$ cat src/rtl/leb128_decoder_pkg.sv
// Shared definitions for the byte-serial LEB128 immediate decoder.
//   leb_state_e   : decoder FSM states
//   LEB_MAX32/64  : maximum encoded length in bytes for i32 / i64 immediates
package leb128_decoder_pkg;

  typedef enum logic [1:0] {
    LEB_IDLE  = 2'd0,
    LEB_SHIFT = 2'd1,
    LEB_DONE  = 2'd2,
    LEB_ERROR = 2'd3
  } leb_state_e;

  localparam int LEB_MAX32 = 5;
  localparam int LEB_MAX64 = 10;

endpackage

$ cat src/rtl/leb128_last_check.sv
// Legality of the byte that sits at the maximum encoded length (5th byte for
// i32, 10th byte for i64). Purely combinational so other decode paths
// (block types, memargs) can reuse the same rules.
//   byte_in   : candidate byte (bit7 = continuation)
//   is_signed : 1 = sLEB128
//   is64      : 1 = 64-bit immediate
//   legal     : 1 when the byte is an acceptable final byte at that position
module leb128_last_check (
  input  logic [7:0] byte_in,
  input  logic       is_signed,
  input  logic       is64,
  output logic       legal
);

  // Bits beyond the target width must be zero (unsigned) or copies of the
  // sign bit (signed); continuation at the last position is never legal.
  always_comb begin
    legal = 1'b0;
    if (!byte_in[7]) begin
      if (is64)
        legal = is_signed ? (byte_in[6:0] == 7'h00 || byte_in[6:0] == 7'h7F)
                          : (byte_in[6:1] == 6'h00);
      else
        legal = is_signed ? (byte_in[6:3] == 4'h0 || byte_in[6:3] == 4'hF)
                          : (byte_in[6:4] == 3'h0);
    end
  end

endmodule

$ cat src/rtl/leb128_decoder.sv
// Byte-serial LEB128 immediate decoder (u32/s32/u64/s64), one byte per cycle
// on a valid/ready handshake.
//   clk, reset            : clock, asynchronous active-high reset
//   start                 : begin a decode (honoured outside SHIFT only)
//   is_signed, is64       : mode, latched on start
//   byte_in/byte_valid    : stream byte and its valid
//   byte_ready            : high only while collecting bytes
//   value                 : decoded value, zero on malformed input
//   len                   : bytes consumed
//   done                  : one-cycle pulse when value/len are final
//   error                 : sticky malformed flag, cleared by start
module leb128_decoder
  import leb128_decoder_pkg::*;
#(
  parameter int MAX_BYTES = LEB_MAX64
) (
  input  logic        clk,
  input  logic        reset,
  input  logic        start,
  input  logic        is_signed,
  input  logic        is64,
  input  logic [7:0]  byte_in,
  input  logic        byte_valid,
  output logic        byte_ready,
  output logic [63:0] value,
  output logic [3:0]  len,
  output logic        done,
  output logic        error
);

  leb_state_e  state_q, state_d;
  logic [63:0] acc_q, acc_d;
  logic [3:0]  len_q, len_d;
  logic        err_q, err_d;
  logic        sgn_q, sgn_d;
  logic        w64_q, w64_d;

  logic        last_ok;
  logic        at_last;
  logic [3:0]  lim;
  logic [6:0]  sh_cur, sh_nxt, width;
  logic [70:0] lane_wide;
  logic [63:0] lane, fill, wmask;

  leb128_last_check u_last (
    .byte_in   (byte_in),
    .is_signed (sgn_q),
    .is64      (w64_q),
    .legal     (last_ok)
  );

  always_comb begin
    lim       = w64_q ? 4'(MAX_BYTES) : 4'(LEB_MAX32);
    at_last   = (len_q == lim - 4'd1);
    width     = w64_q ? 7'd64 : 7'd32;
    sh_cur    = 7'(len_q) * 7'd7;
    sh_nxt    = sh_cur + 7'd7;
    // Payload lands at bit 7*i; anything shifted past bit 63 is dropped.
    lane_wide = 71'(byte_in[6:0]) << sh_cur;
    lane      = lane_wide[63:0];
    // Sign fill above the payload only when it ends below the target width.
    fill      = (sgn_q && byte_in[6] && sh_nxt < width) ? ~((64'd1 << sh_nxt) - 64'd1) : '0;
    wmask     = w64_q ? '1 : 64'h0000_0000_FFFF_FFFF;
  end

  always_comb begin
    state_d = state_q;
    acc_d   = acc_q;
    len_d   = len_q;
    err_d   = err_q;
    sgn_d   = sgn_q;
    w64_d   = w64_q;
    case (state_q)
      LEB_SHIFT: begin
        if (byte_valid) begin
          len_d = len_q + 4'd1;
          acc_d = acc_q | lane;
          if (at_last && !last_ok) begin
            state_d = LEB_ERROR;
            acc_d   = '0;
            err_d   = 1'b1;
          end else if (!byte_in[7]) begin
            state_d = LEB_DONE;
            acc_d   = (acc_q | lane | fill) & wmask;
          end
        end
      end
      default: begin
        if (start) begin
          state_d = LEB_SHIFT;
          acc_d   = '0;
          len_d   = '0;
          err_d   = 1'b0;
          sgn_d   = is_signed;
          w64_d   = is64;
        end else begin
          state_d = LEB_IDLE;
        end
      end
    endcase
  end

  always_ff @(posedge clk or posedge reset) begin
    if (reset) begin
      state_q <= LEB_IDLE;
      acc_q   <= '0;
      len_q   <= '0;
      err_q   <= 1'b0;
      sgn_q   <= 1'b0;
      w64_q   <= 1'b0;
    end else begin
      state_q <= state_d;
      acc_q   <= acc_d;
      len_q   <= len_d;
      err_q   <= err_d;
      sgn_q   <= sgn_d;
      w64_q   <= w64_d;
    end
  end

  assign byte_ready = (state_q == LEB_SHIFT);
  assign done       = (state_q == LEB_DONE);
  assign value      = acc_q;
  assign len        = len_q;
  assign error      = err_q;

endmodule

$ cat config.mk
export PLATFORM = sky130hd
export DESIGN_NAME = leb128_decoder
export DESIGN_NICKNAME = d
export VERILOG_FILES = /design/src/rtl/leb128_decoder_pkg.sv /design/src/rtl/leb128_last_check.sv /design/src/rtl/leb128_decoder.sv
export SDC_FILE = /design/constraint.sdc
export NUM_CORES = 1
export LEC_CHECK = 0
export CAP_MARGIN = 20
export CORE_ASPECT_RATIO = 0.75
export CORE_MARGIN = 1.5
export CORE_UTILIZATION = 45
export CTS_CLUSTER_DIAMETER = 150
export DETAILED_ROUTE_END_ITERATION = 10
export GPL_TIMING_DRIVEN = 0
export PLACE_DENSITY = 0.78
export SLEW_MARGIN = 20
export SYNTH_ARGS = -nofsm -noshare
export SYNTH_HDL_FRONTEND = slang
export SYNTH_SLANG_ARGS = --single-unit
$ cat constraint.sdc
create_clock -name clk -period 5.4 [get_ports clk]
set_input_delay 1.35 -clock clk [delete_from_list [all_inputs] [get_ports clk]]
set_output_delay 1.35 -clock clk [all_outputs]
set_load 0.01 [all_outputs]
# [After elaboration in Yosys (flattened, before gate mapping)]
# Cells that the tools add are included.
[totals] reg_bits=73 latchBits=0 mem_bits_rw=0 romBits=0 input_bits=14 out_inout_bits=71 memories=0
[classes] addsub=4 n_mul=1 div_mod_pow=0 order_cmp=1 n_eq_ne=8 n_shift=2 n_mux=25 n_bitwise=5 reduce_logical=15
[ops] operator="2-to-1 mux 64 bit" n=7
[ops] operator="OR 64 bit" n=2
[ops] operator="AND 64 bit" n=1
[ops] operator="NOT 64 bit" n=1
[ops] operator="<< shifter 1 x 7 -> 64 bit (first input constant)" n=1
[ops] operator="<< shifter 7 x 7 -> 64 bit" n=1
[ops] operator="subtractor 64 x 1 -> 64 bit (second input constant)" n=1
[ops] operator="2-to-1 mux 4 bit" n=4
[ops] operator="2-to-1 mux 1 bit" n=9
[ops] operator="2-to-1 mux 2 bit" n=4
[ops] operator="adder 7 x 3 -> 7 bit (second input constant)" n=1
[ops] operator="equality test 7 bit (second input constant)" n=1
[ops] operator="logical NOT 7 bit" n=1
[ops] operator="less-than comparator 7 bit" n=1
[ops] operator="multiplier 4 x 3 -> 7 bit (second input constant)" n=1
[ops] operator="2-to-1 mux 7 bit" n=1
[ops] operator="logical NOT 6 bit" n=1
[ops] operator="AND reduction 2 bit" n=3
[ops] operator="adder 4 x 1 -> 4 bit (second input constant)" n=1
[ops] operator="equality test 4 bit" n=1
[ops] operator="equality test 4 bit (second input constant)" n=1
[ops] operator="logical NOT 4 bit" n=1
[ops] operator="subtractor 4 x 1 -> 4 bit (second input constant)" n=1
[ops] operator="logical AND 1 bit" n=3
[ops] operator="11 further kinds" n=12

# [Longest topological paths before layout]
[depth] word_depth=12 ltp_mapped=22 depth_no_buf=17

# [By module]
# From an unflattened synthesis, not the netlist that was laid out.
[unflattened] cells_unflattened=662 area_unflattened_um2=5275.1
[by_module_without_submodules] mod="leb128_decoder" n_inst=1 cells_per_inst=653 area_each_um2=5212.5 seq_area_each_um2=1826.8
[by_module_without_submodules] mod="leb128_last_check" n_inst=1 cells_per_inst=9 area_each_um2=62.6 seq_area_each_um2=0.0

# [Least setup slack after synthesis]
# OpenSTA, ideal clock, no wires.
[synth_path] path_type="reg2reg" start="reg len_q[2] (netlist: len[2])" end="reg acc_q[16] (netlist: value[16])" setup_ns=0.126 arrival_time_ns=4.857 setup_slack_ns=0.417 stages_incl_launch_ff=21 path_buffers=4 period_less_slack_ns=4.983 cell_sequence="dfrtp_1 > clkbuf_1 > inv_1 > fa_1 > inv_1 > ha_1 > ha_1 > buf_2 > a211oi_1 > o21a_1 > or2_2 > clkbuf_1 > o21ai_0 > buf_2 > nor2_1 > nand3_1 > ha_1 > o211ai_1 > mux2_2 > o221a_2 > a221o_1"
[synth_between] elab_chain_cells=12 word_cells_on_any_way=18
[synth_lines] item="from (decl)" line_no="leb128_decoder.sv:33" text="logic [3:0] len_q, len_d;"
[synth_lines] item="from (signal assigned)" line_no="leb128_decoder.sv:114" text="len_q <= len_d;"
[synth_lines] item="multiplier 4 x 3 -> 7 bit" line_no="leb128_decoder.sv:56" text="sh_cur = 7'(len_q) * 7'd7;"
[synth_lines] item="adder 7 x 3 -> 7 bit" line_no="leb128_decoder.sv:57" text="sh_nxt = sh_cur + 7'd7;"
[synth_lines] item="<< shifter 1 x 7 -> 64 bit" line_no="leb128_decoder.sv:62" text="fill = (sgn_q && byte_in[6] && sh_nxt < width) ? ~((64'd1 << sh_nxt) - 64'd1) : '0;"
[synth_lines] item="subtractor 64 x 1 -> 64 bit" line_no="leb128_decoder.sv:62"
[synth_lines] item="NOT 64 bit" line_no="leb128_decoder.sv:62"
[synth_lines] item="2-to-1 mux 64 bit" line_no="leb128_decoder.sv:62"
[synth_lines] item="OR 64 bit" line_no="leb128_decoder.sv:84" text="acc_d = (acc_q | lane | fill) & wmask;"
[synth_lines] item="AND 64 bit" line_no="leb128_decoder.sv:84"
[synth_lines] item="2-to-1 mux 64 bit" line_no="leb128_decoder.sv:82" text="end else if (!byte_in[7]) begin"
[synth_lines] item="2-to-1 mux 64 bit (*)" line_no="leb128_decoder.sv:78" text="if (at_last && !last_ok) begin"
[synth_lines] item="2-to-1 mux 64 bit (*)" line_no="leb128_decoder.sv:75" text="if (byte_valid) begin"
[synth_lines] item="2-to-1 mux 64 bit (*)" line_no="leb128_decoder.sv:73" text="case (state_q)"
[synth_lines] item="to (signal assigned)" line_no="leb128_decoder.sv:106" text="acc_q <= '0;"
[synth_lines] item="to (signal assigned)" line_no="leb128_decoder.sv:113" text="acc_q <= acc_d;"
[synth_lines] item="to (decl)" line_no="leb128_decoder.sv:32" text="logic [63:0] acc_q, acc_d;"
# Mark *: on every way between the ends. The rest lies on a longest branch, timed or not. The select of a mux whose other input is x is not followed.
# A chain may end at the register's enable or synchronous reset.

# [Final worst setup path]
# Ends and elaborated chain as after synthesis.

==> results.yml <==
synth:
  synth.area.top_cells: "dfrtp_1 30%, a21oi_1 5.8%, nand2_1 5.1%"
  ys_types: 79
  avgSynthCellArea_sq_um: 7.80
  netlist_instances: 779
  synthesis.nets: 815
  synth_edf_count: 0
  synthArstFlopShare_pct: 100
  synth_top_area_share_pct: 30.1
  mappedNetlistArea_sq_mm: 0.00607
  yosysSeqAreaShare_pct: 30.1
  post-synth-top-area-cell: "dfrtp_1"
  ys_seq_elements: 73
  synth_flop_cell: "dfrtp_1"
  yosys_warnings: 0
sta:
  rsz0062_at_grt: "no"
  fmax_ghz: 0.192
  hold_ws_ps: 481
  slew_viol_final: 0
  post-route-period-util_pct: 96.3
  final-setup-viol-count: 0
  relSlewSlack_pct: 30.7
  setup_slack_ps: 199
  skew_ps: 4.62
  worstMarginPinSlew_ps: 1030
  finalHoldViolCount: 0
  fin_crit_ps: 5200
global_route:
  track_usage_pct: 38.9
  grt_overflow: 0
  first_global_vias: 6683
  antenna_found_initial: 0
  grt_pass1_wl_microns: 41200
  grt_max_degree: 45
status:
  status: "completed"
place:
  gp_congestion: 1.03
  port_buffers: 83
  place_ws_ps: -741
  place.detailed.hpwl_microns: 20400
  place_area_sq_mm: 0.00717
final_layout:
  utilization_pct: 58.4
  fillers: 1231
  multiInputGateArea_sq_mm: 0.00404
  postLayoutCellArea_sq_mm: 0.00763
  area_growth_pct: 25.6
  fin_nets: 918
  n_antenna_cell: 0
  register_area_sq_mm: 0.00183
  drive_gt1_share_pct: 9.92
detailed_routing:
  ant_nets: 0
  drtIter0Drc: 973
  dr.pass1.iters: 5
  vias: 7201
  finalWirelength_microns: 27600
  vias_per_cell: 6.81
  wl_per_cell_microns: 26.1
  drc: 0
cts:
  numCtsBuffers: 9
  clk_pin_slew_worst_paths_ps: 70
  clockRootBuffer: "clkbuf_16"
  h-tree-depth: 3
  cts.sinks: 73
  insertion_delay_ps: 350
  cts_tree: "yes"
  cts_max_path_buffers: 2
  hold_buffers: 0
die:
  row_count: 36
  die_h_microns: 104
  core_area_sq_mm: 0.0131
  io_pins: 85
  die_w_microns: 137
  dieArea_sq_mm: 0.0142
  start_util_pct: 46.5
setup_path:
  worst_setup_path_end_kind: "flip-flop"
  path_max_fanout: 17
  cp-startpoint: "len[2]"
  cp.arrival_ps: 5440
  crit_path_start_kind: "flip-flop"
  crit_top_cell: "ha_1"
  path_cells: "inv_1, fa_1, inv_1, ha_1, ha_1, buf_2, nand3_1, nor2_1, o31a_1, o21ai_1, clkbuf_4, nor2_1, nand3_1, ha_1, o211ai_1, mux2_2, o221a_2, a221o_1"
  cp.required_ps: 5640
  critPathTopFamily: "adder cells"
  slowest_stage: "dfrtp_4"
  slowest_delay_ps: 540
  path_buf_inv: 4
  r2r_start: "len[2]"
  crit_type: "flip-flop to flip-flop"
job:
  cap_violations: 0
worst_hold_path:
  worstHoldStart: "value[9]"
  hold_class: "flip-flop to flip-flop"
-- worst register-to-register path, cell delays in order, from the launching register on --
cell and delay [ps]:
dfrtp_4 540, inv_1 180, fa_1 520, inv_1 40
ha_1 290, ha_1 280, buf_2 190, nand3_1 90
nor2_1 340, o31a_1 350, o21ai_1 200, clkbuf_4 240
nor2_1 220, nand3_1 120, ha_1 300, o211ai_1 250
mux2_2 390, o221a_2 270, a221o_1 260
-- cell type report --
cell class	count	area share, %
multi-input combinational	625	52.9
sequential	73	24.0
timing repair buffer	94	12.1
buffer	59	3.36
clock buffer	9	2.95
tap	171	2.80
inverter	20	1.07
clock inverter	7	0.787
-- sequential cells by signal, indices dropped and copies added, names as in the netlist --
signal   cells
state_q      2
value       64
len          4
error        1
sgn_q        1
w64_q        1
-- what timing repair did --
action	CTS	global route
pin swaps	0	1
endpoints found under the setup margin	55	47
buffers inserted	3	5
gates resized for setup	12	23
-- cell usage in the layout (no fill, tap or decap), drive strengths merged, types with 24 or more instances in the layout --
| cell | instances |
|---|---|
| clkbuf | 56 |
| nand3 | 33 |
| nand2 | 83 |
| a21oi | 70 |
| dfrtp | 73 |
| o21ai | 63 |
| nor2 | 74 |
| clkdlybuf4s50 | 83 |
| nor3 | 24 |
-- worst paths after layout --
check                                  to  slack (ps)  cells after the start
worst max-delay path            value[16]         200                     18
worst min-delay path             value[9]         480                      2
worst max register to register  value[16]         200                     18
worst min register to register   value[9]         480                      2
max in group asynchronous       value[49]        3450                      3
min in group asynchronous        value[3]        1360                      2
-- metrics by stage --
stage / std cells / setup TNS (ps)
after floorplan: 779 / 0
final: 1058 / 0
after detailed placement: 1036 / -17210
after global routing: 1058 / 0
after global placement: 1033 / -68940
after CTS: 1054 / 0
-- kinds of logic (layout without fill, tap and decap cells) --
group / Yosys count / after routing / share of synthesized area [%]
simple gates: 271 / 271 / 21.1
flops: 73 / 73 / 30.1
fa+ha+maj: 22 / 22 / 4.78
buf+inv: 81 / 189 / 5.38
compound gates: 287 / 287 / 31.7
mux: 14 / 14 / 2.39
xor+xnor: 31 / 31 / 4.59
-- metal layers --
metal | global-route usage, % | up-vias | wire, microns
met5 | 0 | - | 0
met4 | 17.0 | 0 | 1070
met3 | 9.35 | 83 | 3160
met2 | 54.4 | 549 | 11700
met1 | 56.4 | 3442 | 11600
li1 | - | 3127 | -
-- synth_stat cells (3+ instances only) --
cell type and instances:
nand2_1 83, nor2_1 74, dfrtp_1 73, a21oi_1 70
o21ai_0 62, clkbuf_1 48, nand3_1 32, nor3_1 24
ha_1 20, inv_1 20, a22oi_1 18, xnor2_1 18
o22ai_1 15, a31oi_1 12, o211ai_1 12, xor2_1 12
a21o_1 11, a32oi_1 10, mux2i_1 10, buf_2 9
nor4_1 9, a221oi_1 8, o32ai_1 7, a211oi_1 6
nand4_1 6, or3_1 6, o221ai_1 5, or2_2 5
a31o_2 4, and2_1 4, mux2_2 4, o21a_1 4
o21bai_1 4, o31ai_1 4, a2111oi_0 3, a211o_1 3
a41oi_1 3, and2_0 3, nor3b_1 3, or3b_2 3
Power is left out: the tool's default activity adds up to more than one toggle a clock period on the data nets, which glitch-free logic cannot reach.
